### src/rtl/bullet_pool.sv
// bullet_pool: multi-slot player projectile manager.
// Spawns bullets on fire edges (with cooldown) and moves them upward on a
// shared rate tick. It resolves hits against a single square enemy and
// reports a hit pulse, a saturating hit count and the enemy colour.
module bullet_pool #(
  parameter int NUM_BULLETS = 4,
  parameter int X_W         = 8,
  parameter int Y_W         = 7,
  parameter int RATE_DIV    = 500000,
  parameter int STEP        = 1,
  parameter int COOLDOWN    = 3
) (
  input  logic                       clk,
  input  logic                       reset,
  input  logic                       play,
  input  logic                       load_level,
  input  logic                       fire,
  input  logic [X_W-1:0]             playerX,
  input  logic [Y_W-1:0]             playerY,
  input  logic [X_W-1:0]             enemyX,
  input  logic [Y_W-1:0]             enemyY,
  input  logic [2:0]                 enemy_width,
  output logic [NUM_BULLETS-1:0]     bullet_active,
  output logic [NUM_BULLETS*X_W-1:0] bulletX,
  output logic [NUM_BULLETS*Y_W-1:0] bulletY,
  output logic                       move,
  output logic                       enemy_hit,
  output logic [7:0]                 hit_count,
  output logic [2:0]                 enemy_color
);

  localparam int              CNT_W    = $clog2(RATE_DIV);
  localparam int              CD_W     = (COOLDOWN > 0) ? $clog2(COOLDOWN + 1) : 1;
  localparam logic [CNT_W-1:0] CNT_LAST = CNT_W'(RATE_DIV - 1);
  localparam logic [CD_W-1:0]  CD_LOAD  = CD_W'(COOLDOWN);
  localparam logic [Y_W-1:0]   STEP_Y   = Y_W'(STEP);

  // State registers
  logic [NUM_BULLETS-1:0] r_active;
  logic [X_W-1:0]         r_x [NUM_BULLETS];
  logic [Y_W-1:0]         r_y [NUM_BULLETS];
  logic [CNT_W-1:0]       r_cnt;
  logic [CD_W-1:0]        r_cd;
  logic                   r_fire_d;
  logic                   r_move;
  logic                   r_hit;
  logic [7:0]             r_hit_count;
  logic [2:0]             r_color;

  // Combinational signals
  logic [X_W:0]           w_spawn_sum;
  logic [X_W-1:0]         w_spawn_x;
  logic [Y_W-1:0]         w_spawn_y;
  logic                   w_tick;
  logic                   w_fire_edge;
  logic [X_W:0]           w_ex_hi;
  logic [Y_W:0]           w_ey_hi;
  logic [NUM_BULLETS-1:0] w_col;
  logic                   w_any_col;
  logic [NUM_BULLETS-1:0] w_free_sel;
  logic                   w_free_found;
  logic                   w_accept;
  logic [NUM_BULLETS-1:0] w_active_nxt;
  logic [X_W-1:0]         w_x_nxt [NUM_BULLETS];
  logic [Y_W-1:0]         w_y_nxt [NUM_BULLETS];

  // Spawn point sits one pixel right of the player, clamped at the right edge.
  assign w_spawn_sum = {1'b0, playerX} + (X_W+1)'(1);
  assign w_spawn_x   = w_spawn_sum[X_W] ? {X_W{1'b1}} : w_spawn_sum[X_W-1:0];
  assign w_spawn_y   = playerY;

  assign w_tick      = play && (r_cnt == CNT_LAST);
  assign w_fire_edge = fire && !r_fire_d;

  // Inclusive upper corners of the enemy box, one bit wider so they never wrap.
  assign w_ex_hi = {1'b0, enemyX} + (X_W+1)'(enemy_width) - (X_W+1)'(1);
  assign w_ey_hi = {1'b0, enemyY} + (Y_W+1)'(enemy_width) - (Y_W+1)'(1);

  // Per-slot collision test against the enemy box on current registers.
  always_comb begin
    // NOTE: every always_comb output gets a default first so no path leaves it unassigned (which would infer a latch).
    w_col = '0;
    for (int i = 0; i < NUM_BULLETS; i++) begin
      w_col[i] = play && r_active[i] && (enemy_width != 3'd0) &&
                 ({1'b0, r_x[i]} >= {1'b0, enemyX}) && ({1'b0, r_x[i]} <= w_ex_hi) &&
                 ({1'b0, r_y[i]} >= {1'b0, enemyY}) && ({1'b0, r_y[i]} <= w_ey_hi);
    end
  end

  assign w_any_col = |w_col;

  // Lowest-index free slot picker.
  always_comb begin
    w_free_sel   = '0;
    w_free_found = 1'b0;
    for (int i = 0; i < NUM_BULLETS; i++) begin
      if (!r_active[i] && !w_free_found) begin
        w_free_sel[i] = 1'b1;
        w_free_found  = 1'b1;
      end
    end
  end

  assign w_accept = play && w_fire_edge && (r_cd == '0) && w_free_found;

  // Next slot state: collision beats movement; a fresh spawn is left alone this cycle.
  always_comb begin
    w_active_nxt = r_active;
    for (int i = 0; i < NUM_BULLETS; i++) begin
      w_x_nxt[i] = r_x[i];
      w_y_nxt[i] = r_y[i];
      if (!r_active[i]) begin
        w_x_nxt[i] = w_spawn_x;
        w_y_nxt[i] = w_spawn_y;
        if (w_accept && w_free_sel[i]) begin
          w_active_nxt[i] = 1'b1;
        end
      end else if (w_col[i]) begin
        w_active_nxt[i] = 1'b0;
      end else if (w_tick) begin
        if (r_y[i] < STEP_Y) begin
          w_active_nxt[i] = 1'b0;
        end else begin
          w_y_nxt[i] = r_y[i] - STEP_Y;
        end
      end
    end
  end

  // Control state: activity flags, tick divider, cooldown, fire edge, hit bookkeeping.
  always_ff @(posedge clk or posedge reset) begin
    // NOTE: clocked state uses non-blocking assignments so every register samples pre-edge values.
    if (reset) begin
      r_active    <= '0;
      r_cnt       <= '0;
      r_cd        <= '0;
      r_fire_d    <= 1'b0;
      r_move      <= 1'b0;
      r_hit       <= 1'b0;
      r_hit_count <= 8'd0;
      r_color     <= 3'b111;
    end else if (load_level) begin
      r_active    <= '0;
      r_cnt       <= '0;
      r_cd        <= '0;
      r_fire_d    <= 1'b0;
      r_move      <= 1'b0;
      r_hit       <= 1'b0;
      r_hit_count <= 8'd0;
      r_color     <= 3'b111;
    end else begin
      r_fire_d <= fire;
      r_active <= w_active_nxt;
      if (play) begin
        r_cnt <= w_tick ? '0 : r_cnt + CNT_W'(1);
      end
      if (w_accept) begin
        r_cd <= CD_LOAD;
      end else if (w_tick && (r_cd != '0)) begin
        r_cd <= r_cd - CD_W'(1);
      end
      r_move <= w_tick && (|r_active);
      r_hit  <= w_any_col;
      if (w_any_col) begin
        if (r_hit_count != 8'hFF) r_hit_count <= r_hit_count + 8'd1;
        if (r_color != 3'd0)      r_color     <= r_color - 3'd1;
      end
    end
  end

  // Slot coordinates: inactive slots follow the spawn point, active ones fly.
  always_ff @(posedge clk) begin
    // NOTE: coordinate registers carry no reset; an inactive slot shows the live spawn point instead.
    for (int i = 0; i < NUM_BULLETS; i++) begin
      r_x[i] <= w_x_nxt[i];
      r_y[i] <= w_y_nxt[i];
    end
  end

  // Output packing; inactive slots present the spawn point directly.
  always_comb begin
    bulletX = '0;
    bulletY = '0;
    for (int i = 0; i < NUM_BULLETS; i++) begin
      bulletX[i*X_W +: X_W] = r_active[i] ? r_x[i] : w_spawn_x;
      bulletY[i*Y_W +: Y_W] = r_active[i] ? r_y[i] : w_spawn_y;
    end
  end

  assign bullet_active = r_active;
  assign move          = r_move;
  assign enemy_hit     = r_hit;
  assign hit_count     = r_hit_count;
  assign enemy_color   = r_color;

endmodule

### config.mk
export PLATFORM = sky130hd
export DESIGN_NAME = bullet_pool
export DESIGN_NICKNAME = d
export VERILOG_FILES = /design/src/rtl/bullet_pool.sv
export SDC_FILE = /design/constraint.sdc
export NUM_CORES = 1
export LEC_CHECK = 0
export CORE_MARGIN = 2
export CORE_UTILIZATION = 35
export CTS_CLUSTER_DIAMETER = 200
export CTS_CLUSTER_SIZE = 14
export DETAILED_ROUTE_END_ITERATION = 16
export GPL_ROUTABILITY_DRIVEN = 0
export PLACE_DENSITY_LB_ADDON = 0.25
export SETUP_SLACK_MARGIN = 0.5
export SLEW_MARGIN = 20
export SYNTH_ARGS = -nofsm -noshare
export SYNTH_HDL_FRONTEND = slang
export SYNTH_SLANG_ARGS = --single-unit
### constraint.sdc
create_clock -name clk -period 5 [get_ports clk]
set_clock_uncertainty 0.15 [all_clocks]
set_input_delay 0.5 -clock clk [delete_from_list [all_inputs] [get_ports clk]]
set_output_delay 0.5 -clock clk [all_outputs]
set_load 0.02 [all_outputs]
==> key figures <==
Yosys
  – Number of synthesized flops with an enable pin: 28
  – Syn Std Cell Area: about 8200 µm²
  – Ys async rst share: 39.39%
  – Most used DFF post-synth: dfrtp_1
  – Top post-synthesis cells by area: ha_1 (22%), dfrtp_1 (11%), edfxtp_1 (10%)
  – Yosys Warn Count: 0
  – Most common cell in the synthesized netlist: ha_1
  – Post-Synthesis Cells: 883
  – Synth top cells by count: ha_1 (146), nor2_1 (79), inv_1 (61)
  – Yosys reg bits: 99
  – Sequential fraction of the synthesis area: 30.01%
  – Area leader, netlist: ha_1
  – Synth Area per Inst: just over 9 µm²
  – Yosys top cell area share: roughly 22%
  – Number of library cell types mapped by synthesis: slightly above 60
  – Synth Net Count: 1069

Run status
  – Run status: complete, no violations

Worst setup path
  – Cells along the critical path: buf_8 > inv_6 > ha_4 > inv_2 > ha_4 > inv_2 > fa_2 > nor2b_2 > o21ai_1 > nand2b_1 > buf_6 > xnor2_4 > ha_4 > nand3_2 > or3_1 > o211ai_1 > maj3_2 > a21oi_2 > o311a_1 > or4_4 > buf_6 > and2_4 > a31o_2
  – CP Class: in -> reg
  – Critical Path AT: 4.52 ns
  – Required time of the critical path: about 5.1 ns
  – R2R Path Start: r_x[3][0]
  – CP max stage cell: or4_4
  – RR Endpoint: hit_count[3]
  – Crit-path max FO: 6
  – Most frequent CP cell: ha_4
  – R2r worst-path depth: 12
  – Worst reg-to-reg setup slack: roughly 1.8 ns
  – CP endpoint kind: register
  – Critical Path Max Stage Delay: ~0.62 ns
  – Worst setup SP type: input port

Global routing
  – Vias in the first global route: 6922
  – Initial antenna violation count: 0
  – Overflow after GRT: 0
  – Largest net degree at the start of global routing: 40
  – Total track usage: between 10% and 20%
  – First-pass GRT wire length: roughly 37 mm

Final layout
  – Fillers: 2268
  – Fin util: between 40% and 50%
  – Non-filler cells, final: 1363
  – Area Overhead vs Synth: 29.34%
  – # diodes: 0
  – Layout cells sized above 1: between 15 and 20%
  – Final #Nets: between 1000 and 1500

Clock network
  – H-tree levels: 3
  – Max Root-Sink Buffers: 2
  – Clk sinks: 99
  – CTS tree: done
  – CTS clk-pin slew, worst paths: around 0.070 ns
  – Cts bufs inserted: 9
  – CTS Hold Bufs: 0
  – Worst skew pair latency: between 0.3 and 0.4 ns
  – Root buf cell: clkbuf_16

Floorplan
  – I/O Pins: around 120
  – Row count: 56
  – Chip height: about 160 µm
  – Core Region: about 23000 µm²
  – Die area: 24670 µm²
  – Starting Density: 35.25%
  – Die W: about 160 µm

Timing
  – Final Hold Fails: 0
  – Min Clock Period, post-route: 4.427 ns
  – Final critical-path setup slack: approximately 0.57 ns
  – Final Max Tran Viols: 0
  – Max_slew headroom: 47.79%
  – Hold WS: between 0.3 and 0.4 ns
  – Tcrit/Tclk final: roughly nine tenths
  – RSZ-0062 raised after global routing: yes
  – Max Clk Rate: 0.2259 GHz
  – # setup viols final: 0
  – Slew @ Worst Pin: 0.7749 ns

Drt
  – # DRC: 0
  – Via density: approximately 5.2
  – Routed len/inst: about 18 µm
  – Routed length on met2: 10.77 mm
  – DRT antenna net count: 0
  – Routed wire length: ~24 mm
  – Vias post-DR: ~7100
  – Uppermost layer routed: met4
  – Met1 wire length: around 12 mm
  – Detailed router's first-iteration violation count: slightly below 300
  – 1st-pass router iterations: 4
  – Met3 WL: around 1000 µm

Place
  – Place WS: -0.2862 ns
  – Dpl cells: around 1300
  – Port bufs: between 100 and 150
  – Post-DP HPWL: 18.66 mm

Worst hold path
  – Hold Path Depth: 1
  – Hold endpoint: r_cnt[18]
  – HP Class: reg -> reg
  – Hold path startpoint: r_cnt[18]

Job
  – Max-cap viol count: 0

Pwr
  – Pwr/cell area: about 250 nW/µm²
  – Leak Pwr: ~0.0046 µW
  – Overall power consumption: about 2600 µW
  – Peak VDD IR: between 0.1 and 0.15 mV
==> how the worst max path moves through the flow <==
stage / start / slack, ns / end
final: enemy_width[1] / 0.57 / hit_count[3]
after floorplan: enemyX[1] / 0.50 / hit_count[2]
after global routing: enemy_width[0] / 0.44 / hit_count[5]
after detailed placement: enemy_width[1] / -0.29 / enemy_color[0]
after CTS: enemyY[1] / 0.34 / hit_count[7]
after global placement: enemyX[1] / -0.19 / hit_count[2]
==> layout make-up <==
cell class	instances	area (µm²)	share of cell area [%]
Clock inverter	5	36.28	0.3421
Multi-Input combinational cell	698	5655	53.32
Inverter	63	246.5	2.324
Sequential cell	99	2461	23.20
Timing Repair Buffer	168	1565	14.76
Tap cell	319	399.1	3.763
Clock buffer	11	242.7	2.289
==> registers in the layout (all words and copies together), names as in the netlist <==
name,count
hit_count,8
r_y,28
bullet_active,4
r_x,32
move,1
r_cnt,19
enemy_color,3
r_cd,2
r_fire_d,1
enemy_hit,1
==> repair_timing <==
| item | 4_1_cts | 5_1_grt |
|---|---|---|
| gates resized for setup | 34 | 55 |
| pin swaps | 7 | 33 |
| endpoints found under the setup margin | 33 | 33 |
| buffers inserted | 4 | 6 |
==> placed cells by master, fill, tap and decap left out, drive strengths merged, types with 20 or more instances in the layout <==
master,count
nor2,79
xor2,20
inv,63
dfrtp,36
o21a,20
dfxtp,32
o21ai,51
nand3,22
buf,57
a21oi,60
edfxtp,28
xnor2,26
nand2,43
clkdlybuf4s50,104
mux2,46
ha,146
==> critical path: cells and delay by family <==
kind                       cells  cell delay [ns]
and+or+nand+nor                6             1.43
AOI/OAI and AO/OA              5             0.77
adders and majority gates      5             1.21
buffers and inverters          6             0.54
xor gates and xnor gates       1             0.08
==> where the power goes <==
group / switching (µW) / internal, µW
clock network: 342 / 355
registers: 61.5 / 880
logic: 525 / 480
==> metrics by stage <==
step           area [µm²]  setup TNS [ns]
2_1_floorplan        8214               0
3_3_place_gp         9983          -1.538
3_5_place_dp         9983          -2.772
4_1_cts             10390               0
5_1_grt             10610               0
6_report            10610               0
==> kinds of logic (layout without fill, tap and decap cells) <==
logic type / Yosys count / count (layout) / share of synthesized area (%)
compound gates: 213 / 213 / 16.91
xor+xnor: 46 / 46 / 4.913
fa+ha+maj: 149 / 149 / 22.89
buf+inv: 86 / 247 / 4.120
flops: 99 / 99 / 30.01
mux: 48 / 48 / 6.561
simple gates: 242 / 242 / 14.60
==> metal layers <==
metal,up-vias,track usage (%)
met5,-,0
met4,0,7.013
met3,39,2.946
met2,155,31.66
met1,3335,27.10
li1,3558,-
Power figures use the tool's default switching activity.
